[config.mk]
export PLATFORM = sky130hd
export DESIGN_NAME = delay_line_ctrl
export DESIGN_NICKNAME = d
export VERILOG_FILES = /design/src/rtl/delay_line_ctrl_pkg.sv /design/src/rtl/delay_line_ctrl_offset_slew.sv /design/src/rtl/delay_line_ctrl.sv
export SDC_FILE = /design/constraint.sdc
export NUM_CORES = 1
export LEC_CHECK = 0
export BUFFER_PORTS_ARGS = -buffer_cell sky130_fd_sc_hd__buf_2
export CORE_MARGIN = 2
export CORE_UTILIZATION = 30
export DETAILED_ROUTE_END_ITERATION = 8
export SLEW_MARGIN = 0
export SYNTH_ARGS = -nofsm -noshare
export SYNTH_HDL_FRONTEND = slang
export SYNTH_SLANG_ARGS = --single-unit
[constraint.sdc]
create_clock -name clk -period 6.8 [get_ports clk]
set_input_delay 0 -clock clk [delete_from_list [all_inputs] [get_ports clk]]
set_output_delay 0 -clock clk [all_outputs]
set_load 0.05 [all_outputs]
[src/rtl/delay_line_ctrl_pkg.sv]
// delay_pkg: shared state encoding and defaults for the delay-line sequencer
package delay_pkg;
  typedef enum logic [1:0] {IDLE = 2'd0, FILL = 2'd1, RUN = 2'd2, FREEZE = 2'd3} delay_state_t;
  localparam int DEFAULT_ADDR_WIDTH = 9;
  localparam int MIN_OFFSET = 1;
endpackage

[src/rtl/delay_line_ctrl_offset_slew.sv]
// offset_slew: clamps the requested delay to what has been written and steps toward it by 1
module offset_slew
#(
  parameter int W = delay_pkg::DEFAULT_ADDR_WIDTH,
  parameter int MIN_OFFSET = delay_pkg::MIN_OFFSET
) (
  input  logic         clk,
  input  logic         rst,
  input  logic         en,
  input  logic [W-1:0] target,
  input  logic [W-1:0] fill_cnt,
  output logic [W-1:0] cur_offset,
  output logic [W-1:0] nxt_offset
);
  import delay_pkg::*;
  localparam logic [W-1:0] MIN = W'(MIN_OFFSET);
  localparam logic [W-1:0] ONE = W'(1);
  localparam logic [W:0] ONE1 = (W+1)'(1);
  logic [W:0] room;
  logic [W-1:0] hi, lim;
  // room counts the sample being written on this tick
  always_comb begin
    room = {1'b0, fill_cnt} + ONE1;
    hi = ({1'b0, target} > room) ? room[W-1:0] : target;
    lim = (hi < MIN) ? MIN : hi;
    nxt_offset = !en ? cur_offset :
                 (cur_offset < lim) ? cur_offset + ONE :
                 (cur_offset > lim) ? cur_offset - ONE : cur_offset;
  end
  always_ff @(posedge clk)
    cur_offset <= rst ? MIN : nxt_offset;
endmodule

[src/rtl/delay_line_ctrl.sv]
// delay_line_ctrl: tick-driven sequencer for a dual-port RAM audio delay line
module delay_line_ctrl
#(
  parameter int ADDR_WIDTH = delay_pkg::DEFAULT_ADDR_WIDTH,
  parameter int MIN_OFFSET = delay_pkg::MIN_OFFSET
) (
  input  logic                  clk,
  input  logic                  rst,
  input  logic                  tick,
  input  logic                  start,
  input  logic                  stop,
  input  logic                  freeze,
  input  logic [ADDR_WIDTH-1:0] offset_target,
  output logic                  wr_en,
  output logic [ADDR_WIDTH-1:0] wr_addr,
  output logic                  rd_en,
  output logic [ADDR_WIDTH-1:0] rd_addr,
  output logic                  dout_valid,
  output logic [ADDR_WIDTH-1:0] cur_offset,
  output logic [1:0]            state
);
  import delay_pkg::*;
  localparam int W = ADDR_WIDTH;
  localparam logic [W-1:0] MIN = W'(MIN_OFFSET);
  localparam logic [W-1:0] ONE = W'(1);
  localparam logic [W:0] ONE1 = (W+1)'(1);
  delay_state_t st, st_nxt;
  logic [W-1:0] wr_ptr, loop_ptr, fill_cnt, nxt_offset, rp, tgt;
  logic live, act_fill, act_run, act_frz, filled;
  assign live = tick && !stop && (st == RUN || st == FREEZE);
  assign act_fill = tick && !stop && st == FILL;
  assign act_run = live && !freeze;
  assign act_frz = live && freeze;
  assign tgt = (offset_target < MIN) ? MIN : offset_target;
  // fill ends once the buffer holds the requested delay, counting this tick's write
  assign filled = ({1'b0, fill_cnt} + ONE1) >= {1'b0, tgt};
  assign rp = (st == FREEZE) ? loop_ptr : wr_ptr - cur_offset;
  assign state = st;
  offset_slew #(.W(W), .MIN_OFFSET(MIN_OFFSET)) u_slew (
    .clk(clk),
    .rst(rst),
    .en(act_fill || act_run),
    .target(offset_target),
    .fill_cnt(fill_cnt),
    .cur_offset(cur_offset),
    .nxt_offset(nxt_offset)
  );
  always_ff @(posedge clk)
    st <= rst ? IDLE : st_nxt;
  always_comb begin
    st_nxt = stop ? IDLE :
             (st == IDLE) ? (start ? FILL : IDLE) :
             (act_fill && filled) ? RUN :
             live ? (freeze ? FREEZE : RUN) : st;
  end
  always_ff @(posedge clk) begin
    if (rst) begin
      wr_ptr <= '0;
      loop_ptr <= '0;
      fill_cnt <= '0;
      wr_en <= 1'b0;
      rd_en <= 1'b0;
      wr_addr <= '0;
      rd_addr <= '0;
      dout_valid <= 1'b0;
    end else begin
      wr_en <= act_fill || act_run;
      rd_en <= act_run || act_frz;
      dout_valid <= rd_en;
      if (act_fill || act_run) begin
        wr_addr <= wr_ptr;
        wr_ptr <= wr_ptr + ONE;
        fill_cnt <= (fill_cnt == '1) ? fill_cnt : fill_cnt + ONE;
      end
      if (act_run) rd_addr <= wr_ptr - nxt_offset;
      // replay window is the last cur_offset samples before the write pointer
      if (act_frz) begin
        rd_addr <= rp;
        loop_ptr <= (rp == wr_ptr - ONE) ? wr_ptr - cur_offset : rp + ONE;
      end
      if (st == IDLE && !stop && start) begin
        wr_ptr <= '0;
        fill_cnt <= '0;
      end
    end
  end
endmodule

==> flow_metrics.py <==
metrics = {
    "drt": {
        "dr.pass1.iters": 6,
        "drt-wirelength-per-cell_um": 15.35,
        "drt-total-wl_mm": 13.46,
        "vias": 4478,
        "drtIter0Drc": 320,
        "route.detailed.drc": 0,
        "viasPerCell": 5.106,
        "drtAntennaViolNets": 0,
    },
    "timing": {
        "rsz0062_at_grt": "no",
        "tightest_slew_ps": 803.6,
        "slew-limit-headroom_pct": 46.02,
        "final_hold_viol_count": 0,
        "fmax_ghz": 0.1636,
        "drv_slew": 0,
        "finClkSkew_ps": 9.543,
        "layout_min_cycle_time_ps": 6114,
        "post-route-period-util_pct": 89.91,
        "setup_viol_count_final": 0,
        "tns_ps": 0,
    },
    "cells_and_area": {
        "syn2layout_area_growth_pct": 15.41,
        "final_net_count": 718,
        "n_antenna_cell": 0,
        "drive_above_1_share_pct": 14.52,
        "final_util_pct": 35.61,
        "final_cells": 877,
    },
    "critical_path": {
        "path_common_cell": "xor2_1",
        "cpPeakStageDelay_ps": 500,
        "critical_path_class": "flip-flop to flip-flop",
        "critPathCapture": "rd_addr[8]",
        "regToRegSetupSlack_ps": 690,
        "start_kind": "flip-flop",
        "r2r_cells": 27,
        "cp_max_fo": 13,
        "reg2reg_from": "fill_cnt[0]",
        "critPathSlowestCell": "dfxtp_1",
        "critPathLaunch": "fill_cnt[0]",
        "required_ps": 7040,
        "critPathCaptureType": "flip-flop",
        "worstReg2RegEnd": "rd_addr[8]",
        "crit_arrival_ps": 6350,
    },
    "synth": {
        "syn_area_um2": 4937,
        "seq_area_frac_synth_pct": 23.92,
        "synthesis.nets": 684,
        "synth_adder_area_share_pct": 12.37,
        "synthSimpleGateAreaFrac_pct": 25.11,
        "synth_xor_area_share_pct": 11.23,
        "async_reset_ff_share_pct": 0,
        "synth.ff_latch_count": 59,
        "synthMuxAreaShare_pct": 4.536,
        "synth_edf_count": 0,
        "yosys_warnings": 0,
        "synth_top_family_by_area": "simple AND/OR/NAND/NOR gates",
        "synthFlopType": "dfxtp_1",
        "syn_area_per_cell_um2": 7.925,
        "synthCells": 623,
        "synth.distinct_cells": 72,
        "synth_compound_area_share_pct": 17.11,
    },
    "global_routing": {
        "gr-max-usage-layer": "met2",
        "grt_max_degree": 46,
        "grt_pass1_vias": 4148,
        "gr-usage-met2_pct": 24.62,
        "grtUsageTotal_pct": 15.66,
        "antenna_found_initial": 0,
        "met3_usage_pct": 3.537,
        "grt_pass1_wl_mm": 21.94,
        "grt_use_met1_pct": 21.42,
        "overflow": 0,
    },
    "floorplanning": {
        "ios": 47,
        "core_area_um2": 16000,
        "start_util_pct": 30.86,
        "die_w_um": 132.3,
        "rows": 46,
        "die_area_um2": 17500,
        "die_h_um": 132.3,
    },
    "placement": {
        "dp.cells": 861,
        "hpwl_mm": 10.07,
        "place.gp.congestion": 0.8724,
        "io_buffer_count": 46,
    },
    "cts": {
        "htree_levels": 3,
        "clock-sinks": 59,
        "clkTransAtPathRegs_ps": 60,
        "cts_setup_buffers": 0,
        "cts_max_path_buffers": 2,
        "cts_buffers": 9,
        "cts_tree": "done",
        "cts_root_buffer": "clkbuf_16",
        "clkLatencyLatePin_ps": 350,
    },
    "worst_hold_path": {
        "holdPathStages": 4,
        "hp-class": "input port to flip-flop",
    },
    "run_status": {
        "status": "finished clean",
    },
    "run": {
        "max_cap_viol_count": 0,
    },
    "power": {
        "p_per_area_nw_per_um2": 178.0,
        "ir_drop_mv": 0.1360,
        "power_leakage_uw": 0.002450,
    },
}
## worst max-delay path, delay by kind of cell (launching register included)
kind,cells,cell delay (ps)
multiplexers,1,250
XOR/XNOR,5,1060
AND/OR/NAND/NOR,4,540
AO/OA/AOI/OAI,12,2300
flip-flops,1,500
buffers and inverters,2,310
adder cells (fa/ha/maj),3,1050
## Yosys cell counts (all sizes together) (3+ instances only)
library cell / n / area, um^2
o211ai: 5 / 42.54
mux2i: 19 / 190.2
or3: 9 / 57.56
a21oi: 44 / 220.2
nor2b: 9 / 56.30
a21boi: 3 / 22.52
and4: 3 / 26.28
a211oi: 14 / 110.1
dfxtp: 59 / 1181
o21ai: 17 / 85.08
nand2b: 5 / 31.28
mux2: 3 / 33.78
a21o: 8 / 60.06
o41ai: 3 / 26.28
o2111ai: 3 / 26.28
ha: 44 / 550.5
xor2: 27 / 236.5
nor2: 66 / 247.7
nor3: 28 / 140.1
a31oi: 4 / 25.02
nor3b: 4 / 30.03
or2: 7 / 43.79
a31o: 3 / 26.28
xnor2: 31 / 271.5
buf: 10 / 61.31
nand4: 9 / 56.30
and2: 5 / 33.78
and3: 12 / 75.07
nor4: 9 / 77.57
nand2: 47 / 176.4
nand3: 17 / 90.09
or4: 4 / 33.78
inv: 38 / 142.6
o31ai: 3 / 22.52
clkbuf: 20 / 75.07
## cell families after synthesis
group                    after synthesis
flip-flops                            59
AND/OR/NAND/NOR                      240
AO/OA/AOI/OAI                        125
buffers and inverters                 69
adder cells (fa/ha/maj)               48
multiplexers                          22
XOR/XNOR                              60
## stage by stage
step / cell area, um^2 / hold WS [ps] / power (uW) / worst slack [ps]
6_report: 5698 / 132.2 / 1014 / 686.1
5_1_grt: 5698 / 176.1 / 1057 / 42.34
4_1_cts: 5683 / 110.9 / 1024 / 426.6
3_5_place_dp: 5346 / 265.2 / 510.6 / 476.5
3_3_place_gp: 5346 / 253.8 / 511.4 / 677.0
2_1_floorplan: 4937 / 76.74 / 473.9 / 854.9
## what timing repair did
item | 4_1_cts | 5_1_grt
hold endpoints to repair | 2 | 0
gates resized for setup | 0 | 3
hold buffers | 1 | 0
setup endpoints to repair | 0 | 4
## routing by layer
metal	share of wire [%]	vias up	wire length (um)
met2	44	113	5922
met1	49	2057	6593
met5	0	-	0
met4	1.7	0	226
li1	-	2291	-
met3	5.3	17	717
## cells in the final DEF (no fill, tap or decap), types with 12 or more instances in the layout
master    count
mux2i_1      19
dfxtp_1      59
xnor2_1      30
nor3_1       28
nand2_1      47
inv_1        37
ha_1         44
a211oi_1     13
xor2_1       27
a21oi_1      42
o21ai_0      17
buf_2        46
nor2_1       66
and3_1       12
nand3_1      16
## where the power goes
group	switching [uW]	leakage (uW)	total [uW]	internal, uW
sequential	2.64	0.000475	350	347
combinational	90.4	0.00181	156	65.2
clock	170	0.000162	509	338
## registers in the layout, summed over array words and instances (netlist names)
| name | cells |
|---|---|
| loop_ptr | 9 |
| fill_cnt | 9 |
| state | 2 |
| u_slew.cur_offset | 9 |
| wr_ptr | 9 |
| dout_valid | 1 |
| wr_addr | 9 |
| rd_en | 1 |
| rd_addr | 9 |
| wr_en | 1 |
## how the worst min path moves through the flow
stage,start,to,slack [ps]
final,start,state[0],130
after global routing,freeze,rd_addr[8],180
after floorplan,stop,state[1],80
after CTS,start,state[0],110
after global placement,stop,state[1],250
after detailed placement,stop,state[1],270
## final cells by class
cell class | instances | area (um^2)
Multi-Input combinational cell | 495 | 3488
Fill cell | 1731 | 10300
Timing Repair Buffer | 53 | 285.3
Inverter | 39 | 146.4
Clock inverter | 4 | 73.82
Sequential cell | 59 | 1181
Tap cell | 216 | 270.3
Clock buffer | 11 | 252.7
Power figures use the tool's default switching activity.
